==> config.mk <==
export PLATFORM = sky130hd
export DESIGN_NAME = sha256_msg_padder
export DESIGN_NICKNAME = d
export VERILOG_FILES = /design/src/rtl/sha256_msg_padder.sv
export SDC_FILE = /design/constraint.sdc
export NUM_CORES = 1
export LEC_CHECK = 0
export CAP_MARGIN = 10
export CORE_AREA = 2 2 99 101
export CTS_CLUSTER_SIZE = 30
export DETAILED_ROUTE_END_ITERATION = 12
export DIE_AREA = 0 0 101 103
export DONT_BUFFER_PORTS = 1
export PLACE_DENSITY = 0.77
export SLEW_MARGIN = 10
export SYNTH_ARGS = -nofsm -noshare
export SYNTH_HDL_FRONTEND = slang
export SYNTH_SLANG_ARGS = --single-unit
==> constraint.sdc <==
create_clock -name clk -period 7.3 [get_ports clk]
set_input_delay 0.365 -clock clk [delete_from_list [all_inputs] [get_ports clk]]
set_output_delay 0.365 -clock clk [all_outputs]
set_load 0.05 [all_outputs]
==> src/rtl/sha256_msg_padder.sv <==
// Purpose : reads an N-word message from sync RAM and streams the SHA-256 padded
//           message (data, 0x80000000 marker, zero fill, 64-bit bit length) as 32-bit words.
// Latency : first word valid 2 cycles after start is sampled; message words at most 1 per
//           3 cycles (RAM round trip); pad words 1 per cycle.
// Backpressure: w_valid/w_ready; while stalled, w_data/w_idx/w_last hold and w_valid stays 1.
// Ports   : clk, reset_n (async, active-low); start/message_addr job request;
//           mem_clk/mem_we/mem_addr/mem_read_data RAM read port (1-cycle read latency);
//           w_valid/w_ready/w_data/w_idx/w_last output stream; busy/done job status.
module sha256_msg_padder #(
  parameter int NUM_OF_WORDS = 20
) (
  input  logic        clk,
  input  logic        reset_n,
  input  logic        start,
  input  logic [15:0] message_addr,
  output logic        mem_clk,
  output logic        mem_we,
  output logic [15:0] mem_addr,
  input  logic [31:0] mem_read_data,
  output logic        w_valid,
  input  logic        w_ready,
  output logic [31:0] w_data,
  output logic [3:0]  w_idx,
  output logic        w_last,
  output logic        busy,
  output logic        done
);

  localparam int NUM_BLOCKS = (NUM_OF_WORDS + 18) / 16;
  localparam int TOTAL      = 16 * NUM_BLOCKS;
  // Counter must reach TOTAL (one past the last index) for N up to 2^26.
  localparam int KW         = 27;

  localparam logic [KW-1:0] K_N     = KW'(NUM_OF_WORDS);
  localparam logic [KW-1:0] K_LAST  = KW'(TOTAL - 1);
  localparam logic [31:0]   LEN_LO  = 32'(longint'(NUM_OF_WORDS) * 32);
  localparam logic [31:0]   MARKER  = 32'h8000_0000;
  localparam bit            N_ZERO  = (NUM_OF_WORDS == 0);

  typedef enum logic [2:0] {S_IDLE, S_FETCH, S_MSG, S_PAD, S_DONE} state_t;

  state_t        r_state, w_state_nxt;
  logic [KW-1:0] r_k, w_k_nxt;
  logic [31:0]   r_data, w_data_nxt;
  logic          r_valid, w_valid_nxt;
  logic [15:0]   r_addr, w_addr_nxt;
  logic [15:0]   r_base, w_base_nxt;
  logic          r_wait, w_wait_nxt;

  logic          w_hs;
  logic [KW-1:0] w_k_inc;

  assign w_hs    = r_valid && w_ready;
  assign w_k_inc = r_k + 1'b1;

  always_comb begin
    w_state_nxt = r_state;
    w_k_nxt     = r_k;
    w_data_nxt  = r_data;
    w_valid_nxt = r_valid;
    w_addr_nxt  = r_addr;
    w_base_nxt  = r_base;
    w_wait_nxt  = r_wait;
    case (r_state)
      S_IDLE: begin
        if (start) begin
          w_base_nxt = message_addr;
          w_k_nxt    = '0;
          if (N_ZERO) begin
            w_data_nxt  = MARKER;
            w_valid_nxt = 1'b1;
            w_state_nxt = S_PAD;
          end else begin
            w_addr_nxt  = message_addr;
            w_wait_nxt  = 1'b1;
            w_state_nxt = S_FETCH;
          end
        end
      end
      S_FETCH: begin
        // The RAM registers the address one edge after mem_addr changes, so
        // read data is only valid on the second FETCH cycle.
        if (r_wait) begin
          w_wait_nxt = 1'b0;
        end else begin
          w_data_nxt  = mem_read_data;
          w_valid_nxt = 1'b1;
          w_state_nxt = S_MSG;
        end
      end
      S_MSG: begin
        if (w_hs) begin
          w_k_nxt = w_k_inc;
          if (w_k_inc < K_N) begin
            w_addr_nxt  = r_base + w_k_inc[15:0];
            w_valid_nxt = 1'b0;
            w_wait_nxt  = 1'b1;
            w_state_nxt = S_FETCH;
          end else begin
            w_data_nxt  = MARKER;
            w_state_nxt = S_PAD;
          end
        end
      end
      S_PAD: begin
        if (w_hs) begin
          w_k_nxt = w_k_inc;
          if (r_k == K_LAST) begin
            w_valid_nxt = 1'b0;
            w_state_nxt = S_DONE;
          end else begin
            // Past the marker only the length low word is non-zero.
            w_data_nxt = (w_k_inc == K_LAST) ? LEN_LO : 32'h0;
          end
        end
      end
      S_DONE: begin
        w_state_nxt = S_IDLE;
      end
      default: begin
        w_state_nxt = S_IDLE;
      end
    endcase
  end

  always_ff @(posedge clk or negedge reset_n) begin
    if (!reset_n) begin
      r_state <= S_IDLE;
      r_k     <= '0;
      r_data  <= '0;
      r_valid <= 1'b0;
      r_addr  <= '0;
      r_base  <= '0;
      r_wait  <= 1'b0;
    end else begin
      r_state <= w_state_nxt;
      r_k     <= w_k_nxt;
      r_data  <= w_data_nxt;
      r_valid <= w_valid_nxt;
      r_addr  <= w_addr_nxt;
      r_base  <= w_base_nxt;
      r_wait  <= w_wait_nxt;
    end
  end

  assign mem_clk  = clk;
  assign mem_we   = 1'b0;
  assign mem_addr = r_addr;
  assign w_valid  = r_valid;
  assign w_data   = r_data;
  assign w_idx    = r_k[3:0];
  assign w_last   = (r_k == K_LAST);
  assign busy     = (r_state != S_IDLE);
  assign done     = (r_state == S_DONE);

endmodule

==> results.cfg, run 1 <==
[outcome]
status = complete, no violations

[floorplan]
io_pins = 110
core_area_mm2 = 0.00946
die_y_um = 103
rows = 36
die_w_um = 101
start_util_pct = 62.9
die-area_mm2 = 0.0104

[clocking]
path_clk_slew_ps = 90
cts_made_buffers = 9
root_buffer = clkbuf_8
cts.sinks = 96
cts_tree = done
h-tree-depth = 3
cts_hold_buf = 2
cts_setup_buffers = 0
clk_latency_ps = 360
cts.path.max_buffers = 2
ctsResizeCount = 0

[hold_path]
hold_path_class = in -> reg

[sta]
setup_viol = 0
tightestPinTransition_ps = 1120
rsz0062_at_grt = false
whs_ps = 132
finalSetupTns_ps = 0
worst_clock_skew_ps = 13.8
hold_viol_final = 0
relSlewSlack_pct = 25.2
finalMaxSlewViolations = 0

[synthesis]
syn_area_mm2 = 0.00595
syn_nets = 705
synthCells = 635
seq_area_frac_synth_pct = 40.4
synth.top_cell.area_share_pct = 40.4
yosysTopAreaCell = dfrtp_1
synth.most_common_cell = dfrtp_1
synth_enable_flop_cells = 0
synthTopCellsByCount = dfrtp_1, nand2_1, o21ai_0
synthTopCellsByArea = dfrtp_1, nand2_1, mux2i_1
synthFlopType = dfrtp_1
yosys_register_bits = 96
ys_async_sr_fraction_pct = 100
yosysWarnings = 0
synth_area_per_cell_um2 = 9.37
synth_cell_type_count = 62

[cells_and_area]
final_layout_size_suffix_gt1_share_pct = 12.0
n_antenna_cell = 0
layout.nets = 684
num-fill-cells = 772
fin_cells = 732
syn_to_final_growth_pct = 3.74

[detailed_routing]
via_count = 4482
dr.pass1.iters = 4
ant_nets = 0
drc = 0
vias_per_cell = 6.12
drt-initial-drc-count = 352
wire_per_inst_um = 17.6
routed_wl_um = 12900

[grt]
grt_pass1_vias = 4417
grt_pass1_wl_um = 21400
grt_max_degree = 97
overflow = 0
antenna_found_initial = 0
grt_usage_pct = 26.1

[placed_design]
port_buffers = 0
placed_cells = 715
place_hpwl_um = 9000
gp_congestion = 0.861

[worst_setup_path]
worst-path-max-fanout = 2
end_kind = primary output
crit_required_ps = 6930
crit_path_start_kind = clock port
crit_type = clk -> out
worstPathArrival_ps = 3650

[pwr]
peakVddDrop_uv = 232
power_density_mw_per_mm2 = 436
p_leak_nw = 2.88

[flow_run]
cap_violations = 0
-- layout by cell type, fill, tap and decap left out, drive strengths merged, types with 2 or more instances in the layout --
cell type / Yosys / routed
bufinv: 0 / 2
ha: 17 / 17
and3: 8 / 8
dfrtp: 96 / 96
o21ai: 53 / 53
o31ai: 8 / 8
clkbuf: 19 / 10
xnor2: 18 / 18
or3: 6 / 6
a211oi: 2 / 2
mux2: 34 / 34
a21o: 4 / 4
nand4: 13 / 13
a31oi: 4 / 4
mux2i: 34 / 34
a41oi: 2 / 2
nand3: 14 / 14
a211o: 2 / 2
o211ai: 5 / 5
buf: 20 / 6
a21oi: 25 / 25
nor2: 33 / 33
nor4: 11 / 11
and2: 5 / 5
and4: 5 / 5
or2: 3 / 3
xor2: 17 / 17
inv: 46 / 47
nor3: 10 / 10
nand2: 95 / 95
o21bai: 3 / 3
a22o: 4 / 4
-- area by class of cell --
class	instances	area, µm²	share of cell area [%]
clock inverters	5	81.3	1.32
multi-input cells	454	3170	51.4
repair buffers	7	75.1	1.22
flip-flops and latches	96	2400	38.9
well taps	114	143	2.31
clock buffers	10	128	2.07
inverters	46	173	2.80
-- power by group --
group	total, W	switching [W]	internal [W]
combinational	0.000992	0.000549	0.000443
sequential	0.00132	0.000606	0.000711
clock	0.000381	0.000189	0.000192
total	0.00269	0.00134	0.00135
-- state kept, by name, summed over array words and instances, names as in the netlist --
signal / cells
w_valid: 1
mem_addr: 16
r_state: 3
r_wait: 1
r_k: 27
w_data: 32
r_base: 16
-- path summary, 6_finish.rpt --
check | start | endpoint | slack [ps] | depth (start not counted)
max | clk | mem_clk | 3280 | 0
min | mem_read_data[4] | w_data[4] | 130 | 2
max reg2reg | r_k[2] | mem_addr[15] | 3380 | 13
min reg2reg | r_base[8] | r_base[8] | 530 | 1
max in group asynchronous | reset_n | mem_addr[8] | 6310 | 2
min in group asynchronous | reset_n | mem_addr[11] | 580 | 2
-- per-stage QoR --
step,total power [W],setup slack (ps),util (%),instance area (µm²)
finish,0.00269,3280,65.3,6170
global route,0.00286,3000,65.3,6170
CTS,0.00270,3280,65.3,6170
detailed placement,0.00231,3290,62.6,5930
global placement,0.00226,3290,62.6,5930
floorplan,0.00216,3120,-,5950
-- kinds of logic (layout without fill, tap and decap cells) --
family	count (synthesis)	in the layout	synth area share, %
mux	68	68	12.8
xor+xnor	35	35	5.15
fa+ha+maj	18	18	3.91
buf+inv	85	68	6.56
flops	96	96	40.4
simple gates	210	210	18.2
other cells	1	1	0.0630
compound gates	122	122	13.0
-- per-layer routing --
metal | GRT usage, % | wire length [µm]
met1 | 33.9 | 5780
met2 | 42.8 | 6140
met3 | 6.24 | 766
met4 | 9.56 | 235
met5 | 0 | 0
(Power assumes the default switching activity.)
==> run 2, diff against run 1 <==
--- a/config.mk
+++ b/config.mk
@@ -6,12 +6,12 @@
 export NUM_CORES = 1
 export LEC_CHECK = 0
 export CAP_MARGIN = 10
-export CORE_AREA = 2 2 99 101
+export CORE_AREA = 2 2 100 102
 export CTS_CLUSTER_SIZE = 30
 export DETAILED_ROUTE_END_ITERATION = 12
-export DIE_AREA = 0 0 101 103
+export DIE_AREA = 0 0 102 104
 export DONT_BUFFER_PORTS = 1
-export PLACE_DENSITY = 0.77
+export PLACE_DENSITY = 0.75
 export SLEW_MARGIN = 10
 export SYNTH_ARGS = -nofsm -noshare
 export SYNTH_HDL_FRONTEND = slang
==> constraint.sdc (replaced) <==
create_clock -name clk -period 3.85 [get_ports clk]
set_input_delay 0.1925 -clock clk [delete_from_list [all_inputs] [get_ports clk]]
set_output_delay 0.1925 -clock clk [all_outputs]
set_load 0.05 [all_outputs]
==> results.cfg, run 2 (synthesis gave the netlist of run 1 again) <==
[sta]
period_needed_ps = 3550
setup_slack_ps = 305
finalSetupTns_ps = 0
worst_clock_skew_ps = 11.6
tightestPinTransition_ps = 991
hold_viol_final = 0
rsz0062_at_grt = false
finalMaxSlewViolations = 0
relSlewSlack_pct = 33.9
whs_ps = 32.1
fmax_mhz = 282
period_share_pct = 92.1
setup_viol = 0

[pwr]
power_density_mw_per_mm2 = 771
p_sw_share_pct = 50.4
p_comb_share_pct = 39.0
power_frac_seq_pct = 47.9
p_int_w = 0.00256
p_clk_share_pct = 13.1
p_leak_nw = 3.10
power_switching_w = 0.00260
peakVddDrop_uv = 402
power_w = 0.00516

[floorplan]
die_w_um = 102
core_area_mm2 = 0.00955
die-area_mm2 = 0.0106
io_pins = 110
start_util_pct = 62.3
die_y_um = 104
rows = 36

[placed_design]
pre_cts_ws_ps = 375
gp_congestion = 0.915
place_hpwl_um = 9200
port_buffers = 0

[clocking]
cts.path.max_buffers = 2
cts_setup_buffers = 0
path_clk_slew_ps = 100
cts_tree = done
cts.sinks = 96
ctsResizeCount = 0
h-tree-depth = 3
clk_latency_ps = 370
root_buffer = clkbuf_8
cts_made_buffers = 9

[grt]
grt_pass1_wl_um = 22600
antenna_found_initial = 0
grt_pass1_vias = 4736
overflow = 0
grt_usage_pct = 26.9
grt_max_degree = 97

[flow_run]
cap_violations = 0

[detailed_routing]
routed_wl_um = 14000
drc = 0
dr.pass1.iters = 5
drt-initial-drc-count = 270
wire_per_inst_um = 17.4
vias_per_cell = 5.94
ant_nets = 0
via_count = 4779

[worst_setup_path]
crit_type = reg -> reg
crit_required_ps = 4120
crit_path_start_kind = register
worstPathArrival_ps = 3810
end_kind = register
worst-path-max-fanout = 9

[cells_and_area]
syn_to_final_growth_pct = 12.5
mostFrequentLayoutCells = dfrtp_1, nand2_1, o21ai_0
num-fill-cells = 719
n_antenna_cell = 0
final_layout_size_suffix_gt1_share_pct = 12.2
multiInputGateArea_mm2 = 0.00317
seqCellArea_mm2 = 0.00240
layout.nets = 737
layout_commonest_cell = dfrtp_1
largest_reg_flops = 32

[outcome]
status = complete, no violations

[hold_path]
hold_path_class = in -> reg
-- run 2: cell types whose count changed in the layout (fill, tap and decap cells not counted) --
cell / before / now
clkbuf_8: 9 / 10
clkinv_4: 0 / 2
inv_6: 1 / 0
buf_4: 5 / 13
clkinv_2: 1 / 0
bufinv_16: 2 / 1
dlygate4sd3_1: 1 / 46
-- run 2: worst paths after layout --
kind                                   from      endpoint  slack, ps  cells past startpoint
setup / recovery                     r_k[2]  mem_addr[15]        300                     13
hold / removal             mem_read_data[9]     w_data[9]         30                      2
setup reg to reg                     r_k[2]  mem_addr[15]        300                     13
hold reg to reg                  r_base[14]    r_base[14]        530                      1
max in group asynchronous           reset_n       r_k[22]       3090                      2
min in group asynchronous           reset_n    w_data[22]        400                      2
-- run 2: metal layers --
metal / global-route usage [%] / share of wire [%] / vias up / wire [µm]
met1: 33.8 / 42 / 2302 / 5940
met3: 5.51 / 6.9 / 20 / 966
met4: 11.9 / 2.2 / 0 / 315
met5: 0 / 0 / - / 0
met2: 44.5 / 48 / 191 / 6790
li1: - / - / 2266 / -
-- run 2: area by class of cell --
class	count	share of cell area, %
Multi-Input combinational cell	454	47.4
Tap cell	133	2.49
Clock buffer	11	2.11
Inverter	46	2.58
Timing Repair Buffer	60	8.75
Clock inverter	4	0.822
Sequential cell	96	35.9
-- run 2: metrics by stage --
step / instances / instance area [µm²] / utilization (%)
floorplan: 635 / 5950 / -
global placement: 742 / 6010 / 62.9
detailed placement: 742 / 6010 / 62.9
CTS: 804 / 6690 / 70.1
global route: 804 / 6690 / 70.1
finish: 804 / 6690 / 70.1
-- run 2: power by group through the flow --
| stage | clock network [W] | registers (W) | logic (W) |
|---|---|---|---|
| floorplan | 0.0000560 | 0.00235 | 0.00168 |
| global placement | 0 | 0.00247 | 0.00185 |
| detailed placement | 0 | 0.00248 | 0.00194 |
| CTS | 0.000693 | 0.00246 | 0.00200 |
| global route | 0.000732 | 0.00251 | 0.00221 |
| finish | 0.000677 | 0.00247 | 0.00201 |
-- run 2: critical path: stages (launching register included) --
cell	delay [ps]
dfrtp_1	520
and4_1	270
nand2_1	120
or3_1	450
xnor2_1	160
ha_1	340
nand2_1	110
o211ai_1	170
o21ba_2	200
o31ai_1	430
nand2_1	100
a31oi_1	140
o211ai_1	110
mux2_4	300
-- run 2: repair_timing --
item                                   CTS  global route
setup endpoints to repair                0             0
hold buffers                            47             0
endpoints found under the hold margin  141             0
==> run 3, diff against run 2 <==
--- a/config.mk
+++ b/config.mk
@@ -12,6 +12,7 @@
 export DIE_AREA = 0 0 102 104
 export DONT_BUFFER_PORTS = 1
 export PLACE_DENSITY = 0.75
+export SETUP_SLACK_MARGIN = 0.4
 export SLEW_MARGIN = 10
 export SYNTH_ARGS = -nofsm -noshare
 export SYNTH_HDL_FRONTEND = slang
==> results.cfg, run 3 (synthesis gave the netlist of run 1 again) <==
[worst_setup_path]
crit_type = reg -> reg
path_delay_family = compound AO/OA/AOI/OAI gates
crit_buf_inv = 0
path_common_cell = o211ai_1
crit_required_ps = 4120
cp_cell_sequence = ha_2, nand4_4, nor3_2, xor2_1, ha_1, a21oi_1, o211ai_1, o21ba_2, o31ai_4, nor3b_1, a31oi_1, o211ai_1, mux2_4
worst-path-max-fanout = 9
cpPeakStageDelay_ps = 460
crit_path_start_kind = register
worstPathArrival_ps = 3550
end_kind = register
cpMaxStageDelayCell = dfrtp_2

[clocking]
cts.sinks = 96
root_buffer = clkbuf_8
cts_tree = done
cts_made_buffers = 9
path_clk_slew_ps = 100
h-tree-depth = 3
clk_latency_ps = 380
cts.path.max_buffers = 2

[floorplan]
die_y_um = 104
rows = 36
core_area_mm2 = 0.00955
start_util_pct = 62.3
die-area_mm2 = 0.0106
io_pins = 110
die_w_um = 102

[detailed_routing]
vias_per_cell = 5.90
drt-initial-drc-count = 259
dr.pass1.iters = 5
via_count = 4755
ant_nets = 0
wire_per_inst_um = 17.4
routed_wl_um = 14100
drc = 0

[cells_and_area]
final_layout_size_suffix_gt1_share_pct = 14.4
layout_commonest_cell = nand2_1
syn_to_final_growth_pct = 13.2
fin_cells = 806
final_area_mm2 = 0.00674
n_antenna_cell = 0
fin_util_pct = 70.5
layout.nets = 739
mostFrequentLayoutCells = nand2_1, dfrtp_1, o21ai_0
largest_reg_flops = 32

[grt]
grt_pass1_vias = 4584
grt_usage_pct = 26.9
grt_pass1_wl_um = 22500
overflow = 0
grt_max_degree = 97
antenna_found_initial = 0

[hold_path]
hold_path_class = in -> reg

[placed_design]
placed_cells = 741
port_buffers = 0
gp_congestion = 0.905
dpl_cell_area_mm2 = 0.00600
place_hpwl_um = 9190

[sta]
worst_clock_skew_ps = 8.83
period_needed_ps = 3280
hold_viol_final = 0
tightestPinTransition_ps = 975
finalSetupTns_ps = 0
setup_viol = 0
fmax_mhz = 305
finalMaxSlewViolations = 0
period_share_pct = 85.3
relSlewSlack_pct = 34.9
rsz0062_at_grt = true

[pwr]
power_density_mw_per_mm2 = 760
p_leak_nw = 3.10
peakVddDrop_uv = 385

[outcome]
status = complete, no violations

[flow_run]
cap_violations = 0
[run 3: worst paths after layout]
kind	startpoint	to	slack (ps)	cells after the start
min	mem_read_data[7]	w_data[7]	20	2
max in group asynchronous	reset_n	r_k[11]	3050	2
max	r_k[0]	mem_addr[15]	570	13
min in group asynchronous	reset_n	w_data[13]	440	2
min reg2reg	r_base[0]	r_base[0]	520	1
max reg2reg	r_k[0]	mem_addr[15]	570	13
[run 3: timing repair]
action | in CTS | in global routing
endpoints found under the hold margin | 141 | 0
pin swaps | 0 | 3
buffers inserted | 0 | 3
endpoints found under the setup margin | 2 | 48
hold buffers | 47 | 0
gates resized for setup | 1 | 17
[run 3: final cells by class]
class                           instances  area (µm²)
Inverter                               46         173
Sequential cell                        96        2410
Fill cell                             711        2810
Timing Repair Buffer                   62         621
Clock buffer                            9         124
Multi-Input combinational cell        454        3200
Clock inverter                          6        43.8
Tap cell                              133         166
[run 3: report_power, final]
group	total [W]	switching (W)	leakage, nW	internal [W]
registers	0.00247	0.00112	1.22	0.00135
clock network	0.000609	0.000373	0.0863	0.000236
logic	0.00205	0.00113	1.80	0.000914
total	0.00512	0.00262	3.10	0.00250
[run 3: routing by layer]
layer	vias to the layer above	track usage, %	wire length, µm
met5	-	0	0
met4	0	11.0	290
met3	19	5.91	926
met2	167	44.5	6960
met1	2301	33.9	5880
li1	2268	-	-
[run 3: metrics by stage]
step / worst slack, ps / hold slack [ps] / power (W)
2_1_floorplan: 760 / -103 / 0.00409
3_3_place_gp: 522 / -101 / 0.00430
3_5_place_dp: 411 / -101 / 0.00439
4_1_cts: 432 / 10.8 / 0.00506
5_1_grt: 382 / 40.7 / 0.00543
6_report: 568 / 22.0 / 0.00512
